## config.mk

```make
export PLATFORM = sky130hd
export DESIGN_NAME = ble_frame_rx
export DESIGN_NICKNAME = d
export VERILOG_FILES = /design/src/rtl/ble_pkg.sv /design/src/rtl/ble_gap_timer.sv /design/src/rtl/ble_frame_rx.sv
export SDC_FILE = /design/constraint.sdc
export NUM_CORES = 1
export LEC_CHECK = 0
export BUFFER_PORTS_ARGS = -buffer_cell sky130_fd_sc_hd__buf_2
export CORE_ASPECT_RATIO = 0.7
export CORE_MARGIN = 2
export CORE_UTILIZATION = 54
export CTS_BUF_LIST = sky130_fd_sc_hd__clkbuf_2 sky130_fd_sc_hd__clkbuf_4 sky130_fd_sc_hd__clkbuf_8
export DETAILED_ROUTE_END_ITERATION = 10
export GPL_ROUTABILITY_DRIVEN = 0
export PLACE_DENSITY = 0.72
export SLEW_MARGIN = 10
export SYNTH_ARGS = -nofsm -noshare
export SYNTH_HDL_FRONTEND = slang
export SYNTH_HIERARCHICAL = 1
export SYNTH_SLANG_ARGS = --single-unit
```

## constraint.sdc

```tcl
create_clock -name clk -period 4.1 [get_ports clk]
set_input_delay 0.205 -clock clk [delete_from_list [all_inputs] [get_ports clk]]
set_output_delay 0.205 -clock clk [all_outputs]
set_load 0.02 [all_outputs]
```

## src/rtl/ble_pkg.sv

```systemverilog
// ble_pkg -- shared types and constants for the BLE frame receiver.
//   field_t : one 8-bit payload field
//   state_t : receiver FSM state encoding
//   SOF     : start-of-frame marker byte
package ble_pkg;

  typedef logic [7:0] field_t;

  typedef enum logic [1:0] {
    ST_IDLE        = 2'd0,
    ST_GET_LEN     = 2'd1,
    ST_GET_PAYLOAD = 2'd2,
    ST_GET_CKSUM   = 2'd3   // only reachable when the checksum byte is enabled
  } state_t;

  localparam field_t SOF = 8'hA5;

endpackage

```

## src/rtl/ble_gap_timer.sv

```systemverilog
// ble_gap_timer -- inter-byte gap counter.
//   clk      : clock
//   rst_n    : asynchronous active-low reset
//   i_clr    : restart the count (a byte arrived)
//   i_en     : count while a frame is in progress
//   o_expire : combinational, high on the cycle the gap reaches TIMEOUT_CYC
//              idle cycles; suppressed when i_clr is high so an arriving byte
//              always wins over expiry.
module ble_gap_timer #(
  parameter int TIMEOUT_CYC = 100000
) (
  input  logic clk,
  input  logic rst_n,
  input  logic i_clr,
  input  logic i_en,
  output logic o_expire
);

  localparam int               CNT_W = $clog2(TIMEOUT_CYC);
  localparam logic [CNT_W-1:0] LAST  = CNT_W'(TIMEOUT_CYC - 1);

  logic [CNT_W-1:0] r_cnt;
  logic             w_at_last;

  assign w_at_last = (r_cnt == LAST);
  assign o_expire  = i_en && !i_clr && w_at_last;

  // The count restarts on a byte, when disabled, and after an expiry so the
  // next frame always starts from zero.
  always_ff @(posedge clk or negedge rst_n) begin
    if (!rst_n) begin
      r_cnt <= '0;
    end else if (i_clr || !i_en || w_at_last) begin
      r_cnt <= '0;
    end else begin
      r_cnt <= r_cnt + CNT_W'(1);
    end
  end

endmodule

```

## src/rtl/ble_frame_rx.sv

```systemverilog
// ble_frame_rx -- receives SOF(0xA5), LEN, LEN payload bytes [, CKSUM] from a
// UART byte stream and publishes the payload atomically on acceptance.
//   clk, rst_n            : clock, asynchronous active-low reset
//   rx_byte, rx_valid     : received byte and its one-cycle strobe
//   fields                : last accepted payload, field 0 = first byte
//   frame_valid           : one-cycle pulse when fields updates
//   cksum_err/len_err/timeout_err : one-cycle error pulses
//   err_count             : saturating count of all error pulses
//   busy                  : FSM not in IDLE
// Build option: define BLE_FRAME_CKSUM_EN to include the trailing CKSUM byte
// (XOR of LEN and all payload bytes). Without it the frame is accepted on the
// last payload byte and cksum_err is tied low.
module ble_frame_rx
  import ble_pkg::*;
#(
  parameter int NUM_FIELDS  = 10,
  parameter int TIMEOUT_CYC = 100000,
  parameter int ERR_CNT_W   = 16
) (
  input  logic                          clk,
  input  logic                          rst_n,
  input  logic [7:0]                    rx_byte,
  input  logic                          rx_valid,
  output field_t [NUM_FIELDS-1:0]       fields,
  output logic                          frame_valid,
  output logic                          cksum_err,
  output logic                          len_err,
  output logic                          timeout_err,
  output logic [ERR_CNT_W-1:0]          err_count,
  output logic                          busy
);

  localparam field_t     LEN_BYTE = field_t'(NUM_FIELDS);
  localparam logic [7:0] LAST_IDX = 8'(NUM_FIELDS - 1);

  state_t               r_state;
  logic [7:0]           r_idx;
  field_t               r_shadow [NUM_FIELDS];
  field_t               r_fields [NUM_FIELDS];
  logic                 r_frame_valid;
  logic                 r_len_err;
  logic                 r_timeout_err;
  logic [ERR_CNT_W-1:0] r_err_cnt;

  logic w_expire;
  logic w_len_ok;
  logic w_len_bad;
  logic w_pay_wr;
  logic w_last;
  logic w_accept;
  logic w_err_evt;

  assign w_len_ok  = (rx_byte == LEN_BYTE);
  assign w_len_bad = rx_valid && (r_state == ST_GET_LEN) && !w_len_ok;
  assign w_pay_wr  = rx_valid && (r_state == ST_GET_PAYLOAD);
  assign w_last    = (r_idx == LAST_IDX);

  ble_gap_timer #(
    .TIMEOUT_CYC (TIMEOUT_CYC)
  ) u_gap_timer (
    .clk      (clk),
    .rst_n    (rst_n),
    .i_clr    (rx_valid),
    .i_en     (r_state != ST_IDLE),
    .o_expire (w_expire)
  );

`ifdef BLE_FRAME_CKSUM_EN
  field_t r_xor;
  logic   r_cksum_err;
  logic   w_cksum_bad;

  // The running XOR starts at zero after LEN, so LEN (a constant here) is
  // folded in at the comparison instead.
  assign w_accept    = rx_valid && (r_state == ST_GET_CKSUM) && (rx_byte == (r_xor ^ LEN_BYTE));
  assign w_cksum_bad = rx_valid && (r_state == ST_GET_CKSUM) && (rx_byte != (r_xor ^ LEN_BYTE));
  assign w_err_evt   = w_expire || w_len_bad || w_cksum_bad;
  assign cksum_err   = r_cksum_err;

  always_ff @(posedge clk or negedge rst_n) begin
    if (!rst_n) begin
      r_xor       <= '0;
      r_cksum_err <= 1'b0;
    end else begin
      r_cksum_err <= w_cksum_bad;
      if (rx_valid && (r_state == ST_GET_LEN) && w_len_ok) begin
        r_xor <= '0;
      end else if (w_pay_wr) begin
        r_xor <= r_xor ^ rx_byte;
      end
    end
  end
`else
  assign w_accept  = w_pay_wr && w_last;
  assign w_err_evt = w_expire || w_len_bad;
  assign cksum_err = 1'b0;
`endif

  // Control FSM, pulse outputs and the saturating error counter.
  always_ff @(posedge clk or negedge rst_n) begin
    if (!rst_n) begin
      r_state       <= ST_IDLE;
      r_idx         <= '0;
      r_frame_valid <= 1'b0;
      r_len_err     <= 1'b0;
      r_timeout_err <= 1'b0;
      r_err_cnt     <= '0;
    end else begin
      r_frame_valid <= w_accept;
      r_len_err     <= w_len_bad;
      r_timeout_err <= w_expire;
      if (w_err_evt && (r_err_cnt != '1)) begin
        r_err_cnt <= r_err_cnt + ERR_CNT_W'(1);
      end

      // Expiry never coincides with rx_valid (the timer suppresses it).
      if (w_expire) begin
        r_state <= ST_IDLE;
      end else if (rx_valid) begin
        case (r_state)
          ST_IDLE: begin
            if (rx_byte == SOF) r_state <= ST_GET_LEN;
          end
          ST_GET_LEN: begin
            if (w_len_ok) begin
              r_idx   <= '0;
              r_state <= ST_GET_PAYLOAD;
            end else begin
              r_state <= ST_IDLE;
            end
          end
          ST_GET_PAYLOAD: begin
            // 0xA5 is plain data here: no resync inside a frame.
            r_idx <= r_idx + 8'd1;
            if (w_last) begin
`ifdef BLE_FRAME_CKSUM_EN
              r_state <= ST_GET_CKSUM;
`else
              r_state <= ST_IDLE;
`endif
            end
          end
`ifdef BLE_FRAME_CKSUM_EN
          ST_GET_CKSUM: begin
            r_state <= ST_IDLE;
          end
`endif
          default: r_state <= ST_IDLE;
        endcase
      end
    end
  end

  // Shadow buffer collects the frame; fields copy it only on acceptance so a
  // partial or bad frame can never disturb the published payload.
  genvar gi;
  generate
    for (gi = 0; gi < NUM_FIELDS; gi++) begin : g_field
      always_ff @(posedge clk or negedge rst_n) begin
        if (!rst_n) begin
          r_shadow[gi] <= '0;
          r_fields[gi] <= '0;
        end else begin
          if (w_pay_wr && (r_idx == 8'(gi))) begin
            r_shadow[gi] <= rx_byte;
          end
          if (w_accept) begin
`ifdef BLE_FRAME_CKSUM_EN
            r_fields[gi] <= r_shadow[gi];
`else
            // The last payload byte is still on rx_byte at acceptance.
            r_fields[gi] <= (gi == NUM_FIELDS - 1) ? rx_byte : r_shadow[gi];
`endif
          end
        end
      end
    end
  endgenerate

  always_comb begin
    fields = '0;
    for (int i = 0; i < NUM_FIELDS; i++) begin
      fields[i] = r_fields[i];
    end
  end

  assign frame_valid = r_frame_valid;
  assign len_err     = r_len_err;
  assign timeout_err = r_timeout_err;
  assign err_count   = r_err_cnt;
  assign busy        = (r_state != ST_IDLE);

endmodule

```

==> results of run 1 <==
[registers in the layout, summed over array words and instances (netlist names)]
| name | cells |
|---|---|
| r_idx | 8 |
| err_count | 16 |
| frame_valid | 1 |
| len_err | 1 |
| r_shadow | 72 |
| timeout_err | 1 |
| u_gap_timer/r_cnt | 17 |
| r_state | 2 |
| fields | 80 |
[cell type report]
class                      instances  area, um2  share of cell area
sequential                       198       4950               0.511
multi-input combinational        345       3410               0.352
timing repair buffer             115        599              0.0618
clock buffer                      20        263              0.0271
tap                              200        250              0.0258
clock inverter                    12        163              0.0168
inverter                          13       48.8             0.00503
[routing by layer]
layer  up-vias  wire length (um)  track usage
li1       2260                 -            -
met1      2505              7950        0.293
met2       111              7610        0.325
met3        21               676       0.0493
met4         0               231       0.0556
met5         -                 0            0
[power groups by stage]
stage                     logic (mW)  clock network, mW  registers (mW)
after floorplan                0.170                  0            2.10
after global placement         0.312                  0            2.07
after detailed placement       0.323                  0            2.08
after CTS                      0.325               1.35            2.04
after global routing           0.358               1.44            2.05
final                          0.319               1.33            2.04
[cell families after synthesis]
family                   after synthesis  share of synthesized area
flip-flops                           198                      0.577
multiplexers                         154                      0.236
buffers and inverters                 37                     0.0255
AO/OA/AOI/OAI                         23                     0.0197
other                                  1                   0.000437
AND/OR/NAND/NOR                      129                     0.0984
adder cells (fa/ha/maj)                9                     0.0131
XOR/XNOR                              29                     0.0296
[synthesized netlist by cell type (all sizes together), types with 9 or more instances]
master and count:
nand4 12, dfrtp 198, nand2 20, buf 13, nor2 34, mux2 153
clkbuf 11, xnor2 22, ha 9, o21ai 10, nand3 22, inv 13
[per-stage QoR]
step                      area, um2  utilization
after floorplan                8590            -
after global placement         9260        0.595
after detailed placement       9260        0.595
after CTS                      9690        0.623
after global routing           9690        0.623
final                          9690        0.623
[what timing repair did]
item                                   4_1_cts  5_1_grt
gates resized for setup                      0        0
endpoints found under the hold margin      127        0
hold buffers                                 1        0
[path summary, 6_finish.rpt]
check                              from              endpoint  slack (ns)  cells after the start
setup / recovery             r_state[0]             fields[1]        1.61                      6
hold / removal                 rx_valid               len_err        0.07                      3
setup reg to reg             r_state[0]             fields[1]        1.61                      6
hold reg to reg            r_shadow[13]          r_shadow[13]        0.50                      1
max in group asynchronous         rst_n  u_gap_timer/r_cnt[7]        2.50                      3
min in group asynchronous         rst_n            fields[38]        0.45                      2
[placed cells by master, fill, tap and decap left out, drive strengths merged, types with 3 or more instances in the layout]
cell	count
a21oi	3
and2	3
and3	8
buf	113
bufinv	3
clkbuf	21
clkinv	3
dfrtp	198
ha	9
inv	18
mux2	153
nand2	20
nand2b	3
nand3	22
nand4	12
nor2	34
nor3	6
nor4	8
nor4b	3
o21ai	10
xnor2	22
xor2	7
[critical path, delay by kind of cell, from the launching register on]
family / cells / cell delay, ns
and+or+nand+nor: 2 / 0.77
adders and majority gates: 1 / 0.30
DFF: 1 / 0.37
muxes: 1 / 0.34
buffers and inverters: 2 / 0.58
==> run_results.csv, run 1 <==
group,metric,value,unit
power,clkPwrFrac,0.361,
cells_and_area,n_antenna_cell,0,
grt,grt_pass1_vias,4992,
floorplan,die_width,155,um
grt,grt_pass1_wl,26900,um
clocking,clock_latency,0.47,ns
timing,worstMarginPinSlew,1.01,ns
timing,finalSetupViolCount,0,
detailed_routing,route.detailed.drc,0,
place,dp_hpwl,11200,um
timing,fmax,402,MHz
clocking,post_cts_buffers,0,
detailed_routing,routed-via-count,4897,
grt,grt.total_usage,0.207,
power,total_power,3.69,mW
yosys,netlist_instances,580,
yosys,avgSynthCellArea,14.8,um2
flow_run,max_cap_viol_count,0,
floorplan,coreArea,0.0155,mm2
timing,maxSlewViolCount,0,
critical_path,slowest_delay,0.53,ns
critical_path,worstPathMaxFanout,35,
cells_and_area,final_nets,710,
power,internal-power,2.73,mW
clocking,root_buffer,"clkbuf_8",
clocking,cts_buffers,17,
place,pre_cts_ws,1.63,ns
yosys,yosys.area.top_type,"dfrtp_1",
worst_hold_path,min-delay-path-class,"in2reg",
critical_path,crit_arrival,2.84,ns
clocking,cts_tree,"built",
yosys,synthTopCellsByArea,"dfrtp_1, mux2_4, mux2_2",
clocking,clockBufferDepth,2,
yosys,ys_seq_area_frac,0.577,
power,switching_share,0.259,
cells_and_area,stdcell_count,903,
critical_path,cp-start-kind,"flip-flop",
power,ir_worst_vdd,275,uV
yosys,synth_async_sr_flop_share,1.00,
clocking,clk_pin_slew,0.09,ns
grt,overflow,0,
cells_and_area,fill_cells,1147,
timing,skew,0.0172,ns
power,leakagePower,5.28,nW
critical_path,path_class,"reg2reg",
floorplan,die_h,110,um
clocking,h-tree-depth,4,
floorplan,ios,112,
yosys,yosysWarnings,6,
cells_and_area,drive_gt1_frac,0.411,
timing,period_minus_slack,2.49,ns
status,status,"complete, no violations",
critical_path,end_kind,"flip-flop",
yosys,synthDistinctLibCells,52,
timing,post-route-period-util,0.607,
critical_path,critPathSlowestCell,"nand2_4",
power,power.density,381,mW/mm2
detailed_routing,ant_nets,0,
power,sequentialPowerShare,0.552,
grt,antenna_found_initial,0,
floorplan,start_util,0.552,
yosys,ys_seq_elements,198,
timing,max_slew_margin,0.324,
power,p_comb_frac,0.086,
detailed_routing,viasPerCell,5.42,
floorplan,dieArea,0.0169,mm2
yosys,synth_top_area_frac,0.577,
timing,hold_violations,0,
cells_and_area,syn_to_final_growth,12.9,%
detailed_routing,post_drt_wl_per_cell,18.2,um
detailed_routing,dr.pass1.iters,6,
timing,rsz0062_at_grt,"no",
yosys,synth_fp_nets,600,
floorplan,row_count,38,
place,port_buffers,110,
critical_path,path_cells,"inv_1, ha_1, and4_1, nand2_4, buf_4, mux2_4",
grt,grt_max_degree,130,
clocking,cts_sinks,198,
yosys,syn-cell-area,0.00859,mm2
power,switchingPower,957,uW
detailed_routing,drt_iter0_drc,195,
yosys,synth_edf_count,0,
timing,hold_ws,0.0693,ns
yosys,synthFlopType,"dfrtp_1",
detailed_routing,drt-total-wl,16500,um
critical_path,critical_path_required,4.45,ns
timing,finalWorstSetupSlack,1.61,ns
timing,tns,0,ns
place,place_inst,870,
(Power assumes the default switching activity.)
==> run 2, diff against run 1 <==
--- a/config.mk
+++ b/config.mk
@@ -12,7 +12,7 @@
 export CTS_BUF_LIST = sky130_fd_sc_hd__clkbuf_2 sky130_fd_sc_hd__clkbuf_4 sky130_fd_sc_hd__clkbuf_8
 export DETAILED_ROUTE_END_ITERATION = 10
 export GPL_ROUTABILITY_DRIVEN = 0
-export PLACE_DENSITY = 0.72
+export PLACE_DENSITY = 0.75
 export SLEW_MARGIN = 10
 export SYNTH_ARGS = -nofsm -noshare
 export SYNTH_HDL_FRONTEND = slang
==> constraint.sdc (replaced) <==
create_clock -name clk -period 2.1 [get_ports clk]
set_input_delay 0.105 -clock clk [delete_from_list [all_inputs] [get_ports clk]]
set_output_delay 0.105 -clock clk [all_outputs]
set_load 0.02 [all_outputs]
==> run 2 against run 1 <==
  * Sequential share of layout area fell by 1.0 points
  * Critical path depth unchanged
  * Sequential cell count unchanged
  * Clock power grew 92%
  * Routed wire length up 5.3%
  * Worst hold slack improved by 0.039 ns
  * Worst setup slack worse by 1.5 ns
  * Utilization grew 1.3 points
  * Via count rose by 4.5%
  * Combinational power rose by 120%
==> run_results.csv, run 2 (same netlist as run 1, synthesis figures left out) <==
group,metric,value,unit
clocking,cts_tree,"built",
cells_and_area,stdcell_count,921,
cells_and_area,final_common_cell,"dfrtp_1",
detailed_routing,ant_nets,0,
worst_hold_path,hold_end,"r_shadow[31]",
critical_path,crit_arrival,2.37,ns
grt,grt_max_degree,67,
clocking,clock_latency,0.47,ns
detailed_routing,post_drt_wl_per_cell,18.8,um
clocking,cts_buffers,17,
critical_path,worstPathMaxFanout,18,
timing,maxSlewViolCount,0,
timing,hold_violations,0,
critical_path,reg2reg_from,"r_state[0]",
floorplan,start_util,0.552,
cells_and_area,fin_area,0.00989,mm2
detailed_routing,drt_iter0_drc,297,
timing,post-route-period-util,0.959,
worst_hold_path,worstHoldStart,"rx_byte[7]",
detailed_routing,viasPerCell,5.56,
timing,max_slew_margin,0.633,
grt,grt.total_usage,0.219,
place,placed_cell_area,0.00941,mm2
critical_path,critical_path_required,2.46,ns
worst_hold_path,min_path_cells,2,
cells_and_area,final_nets,729,
detailed_routing,dr.pass1.iters,4,
grt,antenna_found_initial,0,
critical_path,cp_top_family,"simple AND/OR/NAND/NOR gates",
floorplan,die_h,110,um
timing,fmax,496,MHz
critical_path,worst_r2r_endpoint,"fields[62]",
critical_path,r2r_cells,6,
flow_run,max_cap_viol_count,0,
power,total_power,7.22,mW
worst_hold_path,min-delay-path-class,"in2reg",
place,port_buffers,110,
clocking,h-tree-depth,4,
detailed_routing,route.detailed.drc,0,
timing,worstMarginPinSlew,0.550,ns
floorplan,ios,112,
critical_path,cp-start-kind,"flip-flop",
timing,period_minus_slack,2.01,ns
floorplan,die_width,155,um
place,dp_hpwl,12100,um
detailed_routing,drt-total-wl,17300,um
cells_and_area,final_cell_mix,"dfrtp_1, buf_2, mux2_4",
power,ir_worst_vdd,578,uV
critical_path,path_class,"reg2reg",
place,pre_cts_ws,0.0757,ns
cells_and_area,syn_to_final_growth,15.2,%
cells_and_area,final_core_util,0.636,
critical_path,slowest_delay,0.40,ns
timing,finalWorstSetupSlack,0.0856,ns
detailed_routing,routed-via-count,5117,
clocking,root_buffer,"clkbuf_8",
cells_and_area,fill_cells,1124,
timing,tns,0,ns
floorplan,dieArea,0.0169,mm2
place,place_inst,884,
clocking,cts_sinks,198,
timing,finalSetupViolCount,0,
timing,skew,0.0141,ns
grt,grt_pass1_wl,28400,um
clocking,clockBufferDepth,2,
critical_path,critPathSlowestCell,"dfrtp_1",
status,status,"complete, no violations",
floorplan,row_count,38,
grt,overflow,0,
cells_and_area,n_antenna_cell,0,
clocking,clk_pin_slew,0.11,ns
timing,hold_ws,0.108,ns
critical_path,end_kind,"flip-flop",
critical_path,path_cells,"inv_1, ha_1, and4_1, nand2_4, buf_4, mux2_4",
cells_and_area,drive_gt1_frac,0.430,
power,power.density,730,mW/mm2
critical_path,crit_buf_inv,2,
critical_path,r2r_slack,0.09,ns
grt,grt_pass1_vias,5242,
floorplan,coreArea,0.0155,mm2
cells_and_area,largest_reg_flops,80,
power,leakagePower,5.39,nW
-- run 2: cell type report --
cell class,count,area (um2),share of cell area
Timing Repair Buffer,134,797,0.0806
Inverter,13,48.8,0.00493
Multi-Input combinational cell,345,3430,0.347
Clock inverter,13,163,0.0164
Sequential cell,198,4950,0.501
Clock buffer,18,248,0.0250
Tap cell,200,250,0.0253
-- run 2: worst max-delay path by stage --
stage	from	endpoint	slack (ns)	depth (start not counted)
floorplan	u_gap_timer/r_cnt[0]	err_count[13]	0.06	8
global placement	u_gap_timer/r_cnt[0]	r_idx[6]	0.18	8
detailed placement	u_gap_timer/r_cnt[0]	err_count[7]	0.08	7
CTS	u_gap_timer/r_cnt[0]	err_count[7]	0.06	7
global route	u_gap_timer/r_cnt[0]	r_idx[5]	-0.008	9
finish	r_state[0]	fields[62]	0.09	6
-- run 2: timing repair --
item	in CTS	in global routing
setup endpoints to repair	0	10
hold endpoints to repair	64	0
setup buffers	0	3
gates resized for setup	0	5
hold buffers	3	0
-- run 2: report_power, final --
group	leakage [nW]	internal (mW)	switching (mW)
sequential	2.75	3.89	0.0833
clock	0.210	1.13	1.43
combinational	2.42	0.229	0.466
-- run 2: worst register-to-register path: stages, from the launching register on --
cell	delay, ns
dfrtp_1	0.40
inv_1	0.09
ha_1	0.37
and4_1	0.35
nand2_4	0.10
buf_4	0.25
mux2_4	0.35
-- run 2: layer usage --
| layer | part of all wire | track usage |
|---|---|---|
| met5 | 0 | 0 |
| met4 | 0.011 | 0.0714 |
| met3 | 0.042 | 0.0485 |
| met2 | 0.47 | 0.351 |
| met1 | 0.47 | 0.301 |
